--- config.mk ---
export PLATFORM = sky130hd
export DESIGN_NAME = decode_lanes
export DESIGN_NICKNAME = d
export VERILOG_FILES = /design/src/rtl/decode_lanes.sv
export SDC_FILE = /design/constraint.sdc
export NUM_CORES = 1
export LEC_CHECK = 0
export ABC_AREA = 1
export ABC_CLOCK_PERIOD_IN_PS = 8400
export BUFFER_PORTS_ARGS = -buffer_cell sky130_fd_sc_hd__buf_2
export CORE_MARGIN = 3
export CORE_UTILIZATION = 30
export DETAILED_ROUTE_END_ITERATION = 12
export PLACE_DENSITY_LB_ADDON = 0.05
export SLEW_MARGIN = 40
export SYNTH_ARGS = -nofsm -noshare
export SYNTH_HDL_FRONTEND = slang
export SYNTH_SLANG_ARGS = --single-unit
export TNS_END_PERCENT = 10
--- constraint.sdc ---
create_clock -name clk -period 8.4 [get_ports clk]
set_input_delay 0.84 -clock clk [delete_from_list [all_inputs] [get_ports clk]]
set_output_delay 0.84 -clock clk [all_outputs]
set_load 0.01 [all_outputs]
--- src/rtl/decode_lanes.sv ---
// Multi-lane decode stage: classifies branch/jump lanes, squashes lanes after
// the first jump, and buffers bundles through an OUT register plus a skid entry.
module decode_lanes #(
    parameter int unsigned ADDR_WIDTH = 32,
    parameter int unsigned LANES      = 2
) (
    input  logic                             clk,
    input  logic                             rst,
    input  logic                             flush,
    input  logic                             in_valid,
    output logic                             in_ready,
    input  logic [ADDR_WIDTH-3:0]            in_addr,
    input  logic [32*LANES-1:0]              in_insn,
    input  logic [LANES-1:0]                 in_lane_mask,
    output logic                             out_valid,
    input  logic                             out_ready,
    output logic [(ADDR_WIDTH-2)*LANES-1:0]  out_addr,
    output logic [32*LANES-1:0]              out_insn,
    output logic [LANES-1:0]                 out_lane_valid,
    output logic [LANES-1:0]                 out_is_branch,
    output logic [LANES-1:0]                 out_is_jump,
    output logic [31:0]                      insn_count
);

    localparam int unsigned WA = ADDR_WIDTH - 2;
    localparam int unsigned CW = $clog2(LANES + 1);
    localparam logic [6:0] OP_BRANCH = 7'b1100011;
    localparam logic [6:0] OP_JAL    = 7'b1101111;
    localparam logic [6:0] OP_JALR   = 7'b1100111;

    logic [WA*LANES-1:0] w_addr;
    logic [LANES-1:0]    w_lv;
    logic [LANES-1:0]    w_br;
    logic [LANES-1:0]    w_jp;
    logic                w_jump_seen;
    logic [6:0]          w_opc;
    logic                w_in_xfer;
    logic                w_out_xfer;
    logic [CW-1:0]       w_pop;

    logic                r_out_valid;
    logic [WA*LANES-1:0] r_out_addr;
    logic [32*LANES-1:0] r_out_insn;
    logic [LANES-1:0]    r_out_lv;
    logic [LANES-1:0]    r_out_br;
    logic [LANES-1:0]    r_out_jp;

    logic                r_skid_valid;
    logic [WA*LANES-1:0] r_skid_addr;
    logic [32*LANES-1:0] r_skid_insn;
    logic [LANES-1:0]    r_skid_lv;
    logic [LANES-1:0]    r_skid_br;
    logic [LANES-1:0]    r_skid_jp;

    logic [31:0]         r_count;

    // Decode the incoming bundle; a lane is squashed once an older valid jump is seen
    always_comb begin
        w_addr      = '0;
        w_lv        = '0;
        w_br        = '0;
        w_jp        = '0;
        w_jump_seen = 1'b0;
        w_opc       = '0;
        for (int i = 0; i < int'(LANES); i++) begin
            w_opc               = in_insn[32*i +: 7];
            w_addr[WA*i +: WA]  = in_addr + WA'(i);
            w_lv[i]             = in_lane_mask[i] && !w_jump_seen;
            w_br[i]             = w_lv[i] && (w_opc == OP_BRANCH);
            w_jp[i]             = w_lv[i] && ((w_opc == OP_JAL) || (w_opc == OP_JALR));
            if (w_jp[i]) begin
                w_jump_seen = 1'b1;
            end
        end
    end

    assign w_in_xfer  = in_valid && !r_skid_valid;
    assign w_out_xfer = r_out_valid && out_ready;

    // Popcount of the bundle currently presented
    always_comb begin
        w_pop = '0;
        for (int i = 0; i < int'(LANES); i++) begin
            w_pop = w_pop + CW'(r_out_lv[i]);
        end
    end

    // OUT / SKID storage; skid only ever holds data while OUT is full
    always_ff @(posedge clk or posedge rst) begin
        if (rst) begin
            r_out_valid  <= 1'b0;
            r_out_addr   <= '0;
            r_out_insn   <= '0;
            r_out_lv     <= '0;
            r_out_br     <= '0;
            r_out_jp     <= '0;
            r_skid_valid <= 1'b0;
            r_skid_addr  <= '0;
            r_skid_insn  <= '0;
            r_skid_lv    <= '0;
            r_skid_br    <= '0;
            r_skid_jp    <= '0;
        end else if (flush) begin
            r_out_valid  <= 1'b0;
            r_skid_valid <= 1'b0;
        end else if (r_skid_valid && w_out_xfer) begin
            r_out_valid  <= 1'b1;
            r_out_addr   <= r_skid_addr;
            r_out_insn   <= r_skid_insn;
            r_out_lv     <= r_skid_lv;
            r_out_br     <= r_skid_br;
            r_out_jp     <= r_skid_jp;
            r_skid_valid <= 1'b0;
        end else if (!r_out_valid || w_out_xfer) begin
            r_out_valid <= w_in_xfer;
            if (w_in_xfer) begin
                r_out_addr <= w_addr;
                r_out_insn <= in_insn;
                r_out_lv   <= w_lv;
                r_out_br   <= w_br;
                r_out_jp   <= w_jp;
            end
        end else if (w_in_xfer) begin
            r_skid_valid <= 1'b1;
            r_skid_addr  <= w_addr;
            r_skid_insn  <= in_insn;
            r_skid_lv    <= w_lv;
            r_skid_br    <= w_br;
            r_skid_jp    <= w_jp;
        end
    end

    // Delivered-lane counter; a transfer coincident with flush still counts
    always_ff @(posedge clk or posedge rst) begin
        if (rst) begin
            r_count <= '0;
        end else if (w_out_xfer) begin
            r_count <= r_count + 32'(w_pop);
        end
    end

    assign in_ready       = !r_skid_valid;
    assign out_valid      = r_out_valid;
    assign out_addr       = r_out_addr;
    assign out_insn       = r_out_insn;
    assign out_lane_valid = r_out_lv;
    assign out_is_branch  = r_out_br;
    assign out_is_jump    = r_out_jp;
    assign insn_count     = r_count;

endmodule
==> out/results.tsv, run 1 <==
stage	metric	value	unit
critical_path	Critical Path Most Common Cell	buf_4	
timing	Final Cycle Share	0.3966	
critical_path	Crit path max-delay family	buffers and inverters	
clock_network	Max H-tree Level	2	
critical_path	r2r startpoint	out_valid	
floorplan	io pins	265	
critical_path	Setup crit start kind	primary input	
floorplan	die height	217.5	microns
clock_network	Max clock buf depth	3	
drt	total number of vias	11710	
floorplan	Die Area	47310	sq um
clock_network	CTS buffer count	37	
synth	Cell Area, Synth	13420	sq um
synth	top-count cell post-synth	nand2_1	
clock_network	cts hold-fix bufs	0	
floorplan	# rows	76	
synth	Post-synth EDFFs	0	
synth	top cell type's share of synthesized area	0.5481	
synth	Syn Area/Cell	7.918	sq um
timing	max_slew headroom	0.4453	
synth	synth cell count leaders	nand2_1 (691), dfrtp_1 (294), nor2_1 (218)	
drt	final wirelength	42.62	mm
critical_path	Worst EP arrival	3.71	ns
placement	Detail Placement HPWL	28.05	mm
critical_path	CP max stage cell	buf_4	
timing	Slew Limit Fails	0	
critical_path	critical-path cell list	buf_2 -> nand2_2 -> nor2_4 -> inv_4 -> nand2_1 -> nand3_2 -> buf_4 -> inv_8 -> buf_4 -> nor2_1 -> a31oi_1	
floorplan	Starting Density	0.3075	
global_routing	vias in the first global route	11240	
floorplan	CORE AREA	43650	sq um
flow_run	MaxCap Viol Count	0	
timing	Final TNS setup	0	ns
global_routing	global route overflow	0	
critical_path	crit path launch	out_ready	
global_routing	All-Layer GR Usage	0.1802	
power	Power per Cell Area	251.1	nW/um^2
synth	Cell variety after synth	30	
clock_network	CTS Root Cell	clkbuf_16	
finish	Filler cells	4634	
timing	Achievable Freq	300.1	MHz
timing	final setup fails	0	
placement	GPL Wtd Cong	0.7673	
synth	Seq cells post-synth	294	
synth	sequential fraction of the synthesis area	0.5481	
critical_path	Crit Path Max Fanout	135	
finish	share of cells above drive strength 1	0.1758	
power	maximum vdd drop	0.1142	mV
finish	P&R area growth vs syn	22.60	%
drt	ANT nets after route	0	
drt	Via density	4.616	
floorplan	die width	217.5	microns
critical_path	endpoint type of the worst setup path	flip-flop	
status	run status	finished clean	
critical_path	critical path class	in2reg	
critical_path	max incr delay on CP	0.56	ns
synth	Syn Inst Count	1695	
drt	Initial DRT Pass Iterations	5	
global_routing	largest net degree at the start of global routing	136	
synth	Yosys Warn Count	0	
synth	top_reg_cell synth	dfrtp_1	
drt	DRC Markers	0	
critical_path	R2R depth	10	
critical_path	setup slack, reg-to-reg	5.07	ns
timing	RSZ-0062 raised after global routing	false	
clock_network	CTS tree	done	
power	leakage	8.175	nW
global_routing	initial antenna violation count	4	
hold_path	worst hold path type	in2async	
timing	tightest hold margin	0.3870	ns
finish	register area	7357	sq um
finish	nets	2031	
synth	synth top area cells	dfrtp_1 (55%), nand2_1 (19%), nor2_1 (6.1%), a31oi_1 (5.0%), o21ai_0 (2.4%)	
critical_path	Reg2Reg Capture Point	out_insn[5]	
timing	Hold Vio Cnt, Final	0	
global_routing	first-pass GRT wire length	66.81	mm
critical_path	WP data required	8.78	ns
clock_network	worst-skew pair later-pin latency	0.55	ns
timing	crit path time final	3.332	ns
drt	Initial DRC Count	768	
timing	Clock Skew	0.01262	ns
synth	async set or reset register ratio after synthesis	1.000	
drt	DR WL/cell	16.80	microns
clock_network	# resized after CTS	0	
finish	multi-input logic area	5391	sq um
placement	PortBufs	264	
synth	largest area contributor in the netlist	dfrtp_1	
critical_path	crit path buf inv count	5	
timing	Worst-Margin Slew	0.8320	ns
clock_network	Sink Count	294	
synth	Post-Syn Nets	1800	
clock_network	Post-CTS Setup Bufs	0	
clock_network	Reg clk slew, reported paths	0.06	ns
[report_power, final]
group	internal (mW)	switching, mW
clock	0.936	0.630
sequential	1.72	0.172
combinational	0.269	0.409
total	2.92	1.21
[area by class of cell]
class / count / area share
clock buffers: 52 / 0.06395
multi-input cells: 1236 / 0.3277
flip-flops and latches: 294 / 0.4471
diodes: 1 / 0.0001521
repair buffers: 277 / 0.08988
clock inverters: 12 / 0.007528
well taps: 585 / 0.04448
inverters: 80 / 0.01924
[registers in the layout, summed over array words and instances (netlist names)]
register        count
insn_count         32
out_addr           60
out_insn           64
out_is_branch       2
out_is_jump         2
out_lane_valid      2
out_valid           1
r_skid_addr        60
r_skid_br           2
r_skid_insn        64
r_skid_jp           2
r_skid_lv           2
r_skid_valid        1
[worst max-delay path by stage]
stage,end,slack [ns],cells after the start
after detailed placement,out_lane_valid[0],4.42,11
after global placement,out_lane_valid[0],4.35,11
after CTS,out_insn[5],4.99,10
final,out_insn[5],5.07,11
after global routing,out_insn[6],4.70,10
after floorplan,insn_count[0],3.66,1
[metrics by stage]
| step | instances | power, mW | setup slack (ns) | util | cell area, sq um |
|---|---|---|---|---|---|
| final | 2537 | 4.131 | 5.068 | 0.3770 | 16450 |
| after global routing | 2536 | 4.402 | 4.697 | 0.3769 | 16450 |
| after CTS | 2535 | 4.216 | 4.986 | 0.3765 | 16430 |
| after detailed placement | 2471 | 2.608 | 4.424 | 0.3495 | 15260 |
| after global placement | 2470 | 2.591 | 4.349 | 0.3485 | 15210 |
| after floorplan | 1695 | 2.290 | 3.657 | - | 13430 |
[placed cells by master (no fill, tap or decap), types with 8 or more instances in the layout]
master | netlist | layout
a21oi_1 | 35 | 35
a31oi_1 | 107 | 107
inv_1 | 78 | 76
clkbuf_16 | 0 | 37
xnor2_1 | 11 | 11
xor2_1 | 20 | 20
o21ai_0 | 65 | 65
buf_2 | 39 | 264
clkbuf_1 | 38 | 8
dfrtp_1 | 294 | 294
nand2_1 | 691 | 691
nand3_1 | 50 | 50
nor2_1 | 218 | 218
nor3_1 | 8 | 8
[cells by family (layout without fill, tap and decap cells)]
family                   after synthesis  after routing  synth area share
other                                  0              1                 0
flip-flops                           294            294            0.5481
XOR/XNOR                              31             31           0.02023
AO/OA/AOI/OAI                        212            212           0.08977
buffers and inverters                165            421           0.05090
AND/OR/NAND/NOR                      989            989            0.2867
adder cells (fa/ha/maj)                4              4          0.004289
[metal layers]
metal / vias up / part of all wire / wire [microns] / track usage
met5: - / 0.0010 / 44 / 0
met4: 6 / 0.031 / 1309 / 0.05849
met3: 69 / 0.059 / 2526 / 0.04082
met2: 267 / 0.47 / 19870 / 0.2909
met1: 5512 / 0.44 / 18860 / 0.2406
li1: 5856 / - / - / -
Power figures use the tool's default switching activity.
==> inputs of run 2 (changes only) <==
ABC_AREA = 0   (was 1)
ABC_CLOCK_PERIOD_IN_PS = 2700   (was 8400)
clock period = 2.7 ns   (was 8.4 ns; I/O delays follow)
==> out/results.tsv, run 2 <==
stage	metric	value	unit	change
status	run status	finished clean		
timing	max_slew headroom	0.5775		+0.1321
synth	async set or reset register ratio after synthesis	1.000		unchanged
synth	sequential fraction of the synthesis area	0.5666		+0.01843
finish	nets	1916		-5.7%
global_routing	initial antenna violation count	1		-3
global_routing	global route overflow	0		unchanged
placement	Detail Placement HPWL	27.26	mm	-2.8%
critical_path	Reg2Reg Capture Point	insn_count[20]		
timing	Slew Limit Fails	0		unchanged
drt	DRC Markers	0		unchanged
timing	Hold Vio Cnt, Final	0		unchanged
power	leakage	8.193	nW	+0.21%
floorplan	Die Area	45820	sq um	-3.2%
critical_path	Critical Path Most Common Cell	inv_1		
hold_path	hold path startpoint	in_addr[18]		
finish	share of cells above drive strength 1	0.2046		+0.02876
critical_path	R2R depth	9		-1
drt	DR WL/cell	17.10	microns	+1.8%
critical_path	r2r startpoint	out_lane_valid[0]		
synth	Syn Area/Cell	8.715	sq um	+10%
critical_path	Worst EP arrival	2.66	ns	-1.05 ns
global_routing	first-pass GRT wire length	66.53	mm	-0.42%
critical_path	endpoint type of the worst setup path	flip-flop		
global_routing	Top Usage Layer GRT	met2		
power	maximum vdd drop	0.3949	mV	+250%
critical_path	critical path class	reg2reg		
clock_network	Max H-tree Level	2		unchanged
placement	placed insts	2271		-8.1%
synth	Seq cells post-synth	294		unchanged
timing	Clock Skew	0.01996	ns	+0.007340 ns
placement	PortBufs	264		unchanged
finish	P&R area growth vs syn	31.48	%	
critical_path	setup slack, reg-to-reg	0.50	ns	-4.56 ns
synth	synth cell count leaders	nand2_1 (545), dfrtp_1 (294), nor2_1 (137)		
placement	GPL Wtd Cong	0.7412		-3.4%
synth	Cell Area, Synth	12980	sq um	-3.3%
drt	final wirelength	41.30	mm	-3.1%
floorplan	# rows	75		-1.3%
clock_network	CTS buffer count	36		-2.7%
synth	Yosys Warn Count	0		unchanged
critical_path	max incr delay on CP	0.46	ns	-0.10 ns
synth	Post-Syn Nets	1595		-11%
synth	synth top area cells	dfrtp_1 (57%), nand2_1 (16%), a31oi_1 (5.0%), nor2_1 (4.0%), o21ai_0 (2.4%)		
global_routing	largest net degree at the start of global routing	110		-19%
finish	commonest non-fill, non-tap cells in the layout	nand2_1 (545), dfrtp_1 (294), buf_2 (264)		
clock_network	Reg clk slew, reported paths	0.06	ns	about the same
floorplan	die height	214.0	microns	-1.6%
critical_path	Setup crit start kind	flip-flop		
hold_path	worst hold path type	in2reg		
critical_path	critical-path cell list	inv_1 -> fa_1 -> inv_1 -> ha_1 -> nand2_1 -> nor2_1 -> nand4_1 -> nor3_1 -> xor2_1		
synth	top-count cell post-synth	nand2_1		
critical_path	WP data required	3.16	ns	-5.62 ns
clock_network	CTS tree	done		
timing	crit path time final	2.196	ns	
hold_path	Hold EP	r_skid_addr[18]		
global_routing	met3 Resource Use GR	0.04506		+0.004237
drt	total number of vias	11320		-3.3%
synth	Post-synth EDFFs	0		unchanged
hold_path	Hold Path Cell Cnt	3		
floorplan	die width	214.0	microns	-1.6%
clock_network	Sink Count	294		unchanged
timing	Worst-Margin Slew	0.6338	ns	-0.1982 ns
timing	Final Cycle Share	0.8132		
synth	Cell variety after synth	49		+63%
drt	Initial DRC Count	761		-0.91%
floorplan	CORE AREA	42320	sq um	-3.0%
synth	top cell type's share of synthesized area	0.5666		+0.01843
global_routing	vias in the first global route	11340		+0.89%
global_routing	All-Layer GR Usage	0.1809		+0.0007573
flow_run	MaxCap Viol Count	0		unchanged
floorplan	io pins	265		unchanged
synth	largest area contributor in the netlist	dfrtp_1		
clock_network	Post-CTS Setup Bufs	0		unchanged
power	Power per Cell Area	744.7	nW/um^2	+200%
drt	ANT nets after route	0		unchanged
global_routing	met2 Use GR	0.2876		-0.003295
timing	RSZ-0062 raised after global routing	false		
timing	Achievable Freq	455.5	MHz	
floorplan	Starting Density	0.3068		-0.0006904
clock_network	CTS Root Cell	clkbuf_16		
critical_path	CP max stage cell	fa_1		
timing	Final TNS setup	0	ns	unchanged
finish	final non-filler cell total	2416		-4.8%
drt	Via density	4.685		+1.5%
synth	top_reg_cell synth	dfrtp_1		
timing	final setup fails	0		unchanged
critical_path	Crit Path Max Fanout	5		-96%
synth	Syn Inst Count	1490		-12%
finish	most common cell after layout, fill and taps aside	nand2_1		
global_routing	Global Route met1 Usage	0.2460		+0.005438
clock_network	worst-skew pair later-pin latency	0.54	ns	about the same
clock_network	Max clock buf depth	3		unchanged
drt	Initial DRT Pass Iterations	4		-1
==> run 2: changes by cell type in the layout (fill, tap and decap cells not counted), sizes merged, moves of 8 or more <==
cell and change:
nor4 +8, dlygate4sd3 +79, buf +23, inv -65, a21oi -14, nor3 +15, xnor2 +16, and3 +15
nor2 -85, nand2 -147, and4 +9
==> run 2: power breakdown <==
part / switching, mW / leakage [nW] / internal (mW) / total, mW
Clock: 1.91 / 0.581 / 2.84 / 4.74
Combinational: 1.25 / 4.03 / 0.919 / 2.17
Sequential: 0.520 / 3.58 / 5.28 / 5.80
==> run 2: cells by family (layout without fill, tap and decap cells) <==
| family | Yosys count | after routing | synth area share |
|---|---|---|---|
| XOR/XNOR | 52 | 52 | 0.03507 |
| AO/OA/AOI/OAI | 205 | 205 | 0.09366 |
| AND/OR/NAND/NOR | 818 | 818 | 0.2622 |
| multiplexers | 5 | 5 | 0.003951 |
| buffers and inverters | 112 | 460 | 0.03411 |
| adder cells (fa/ha/maj) | 4 | 4 | 0.004433 |
| other | 0 | 1 | 0 |
| flip-flops | 294 | 294 | 0.5666 |
==> run 2: per-stage QoR <==
stage / utilization / hold WS [ns] / power, mW / worst slack [ns] / cell area [sq um]
2_1_floorplan: - / 0.3331 / 6.988 / -1.473 / 12990
3_3_place_gp: 0.3573 / 0.4560 / 7.974 / 0.5147 / 15120
3_5_place_dp: 0.3573 / 0.4614 / 8.010 / 0.4626 / 15120
4_1_cts: 0.4033 / 0.0009335 / 12.98 / 0.4644 / 17070
5_1_grt: 0.4033 / 0.02101 / 13.54 / 0.2937 / 17070
6_report: 0.4034 / 0.03854 / 12.71 / 0.5044 / 17070
==> run 2: per-layer routing <==
metal	vias to the layer above	wire, microns
met5	-	13
li1	5581	-
met4	2	849
met3	56	2567
met2	247	18850
met1	5432	19030
==> run 2: worst max-delay path by stage <==
stage | startpoint | endpoint | slack (ns)
after floorplan | rst | insn_count[0] | -1.47
after global placement | out_lane_valid[0] | insn_count[20] | 0.51
after detailed placement | out_lane_valid[0] | insn_count[20] | 0.46
after CTS | out_lane_valid[0] | insn_count[20] | 0.46
after global routing | out_lane_valid[0] | insn_count[24] | 0.29
final | out_lane_valid[0] | insn_count[20] | 0.50
==> run 2: area by class of cell <==
cell class | instances | area, sq um
repair buffers | 379 | 2545
flip-flops and latches | 294 | 7357
fillers | 4371 | 25250
well taps | 577 | 721.9
clock buffers | 53 | 1066
diodes | 1 | 2.502
multi-input cells | 1084 | 5224
clock inverters | 12 | 92.59
inverters | 16 | 63.81
==> run 2: worst max-delay path, delay by kind of cell, from the launching register on <==
family / cells / cell delay [ns]
XOR/XNOR: 1 / 0.16
adder cells (fa/ha/maj): 2 / 0.60
buffers and inverters: 2 / 0.16
flip-flops: 1 / 0.37
AND/OR/NAND/NOR: 4 / 0.83
==> run 2: repair_timing <==
item | 4_1_cts | 5_1_grt
resized for setup | 0 | 0
hold buffers | 79 | 0
endpoints found under the hold margin | 177 | 0
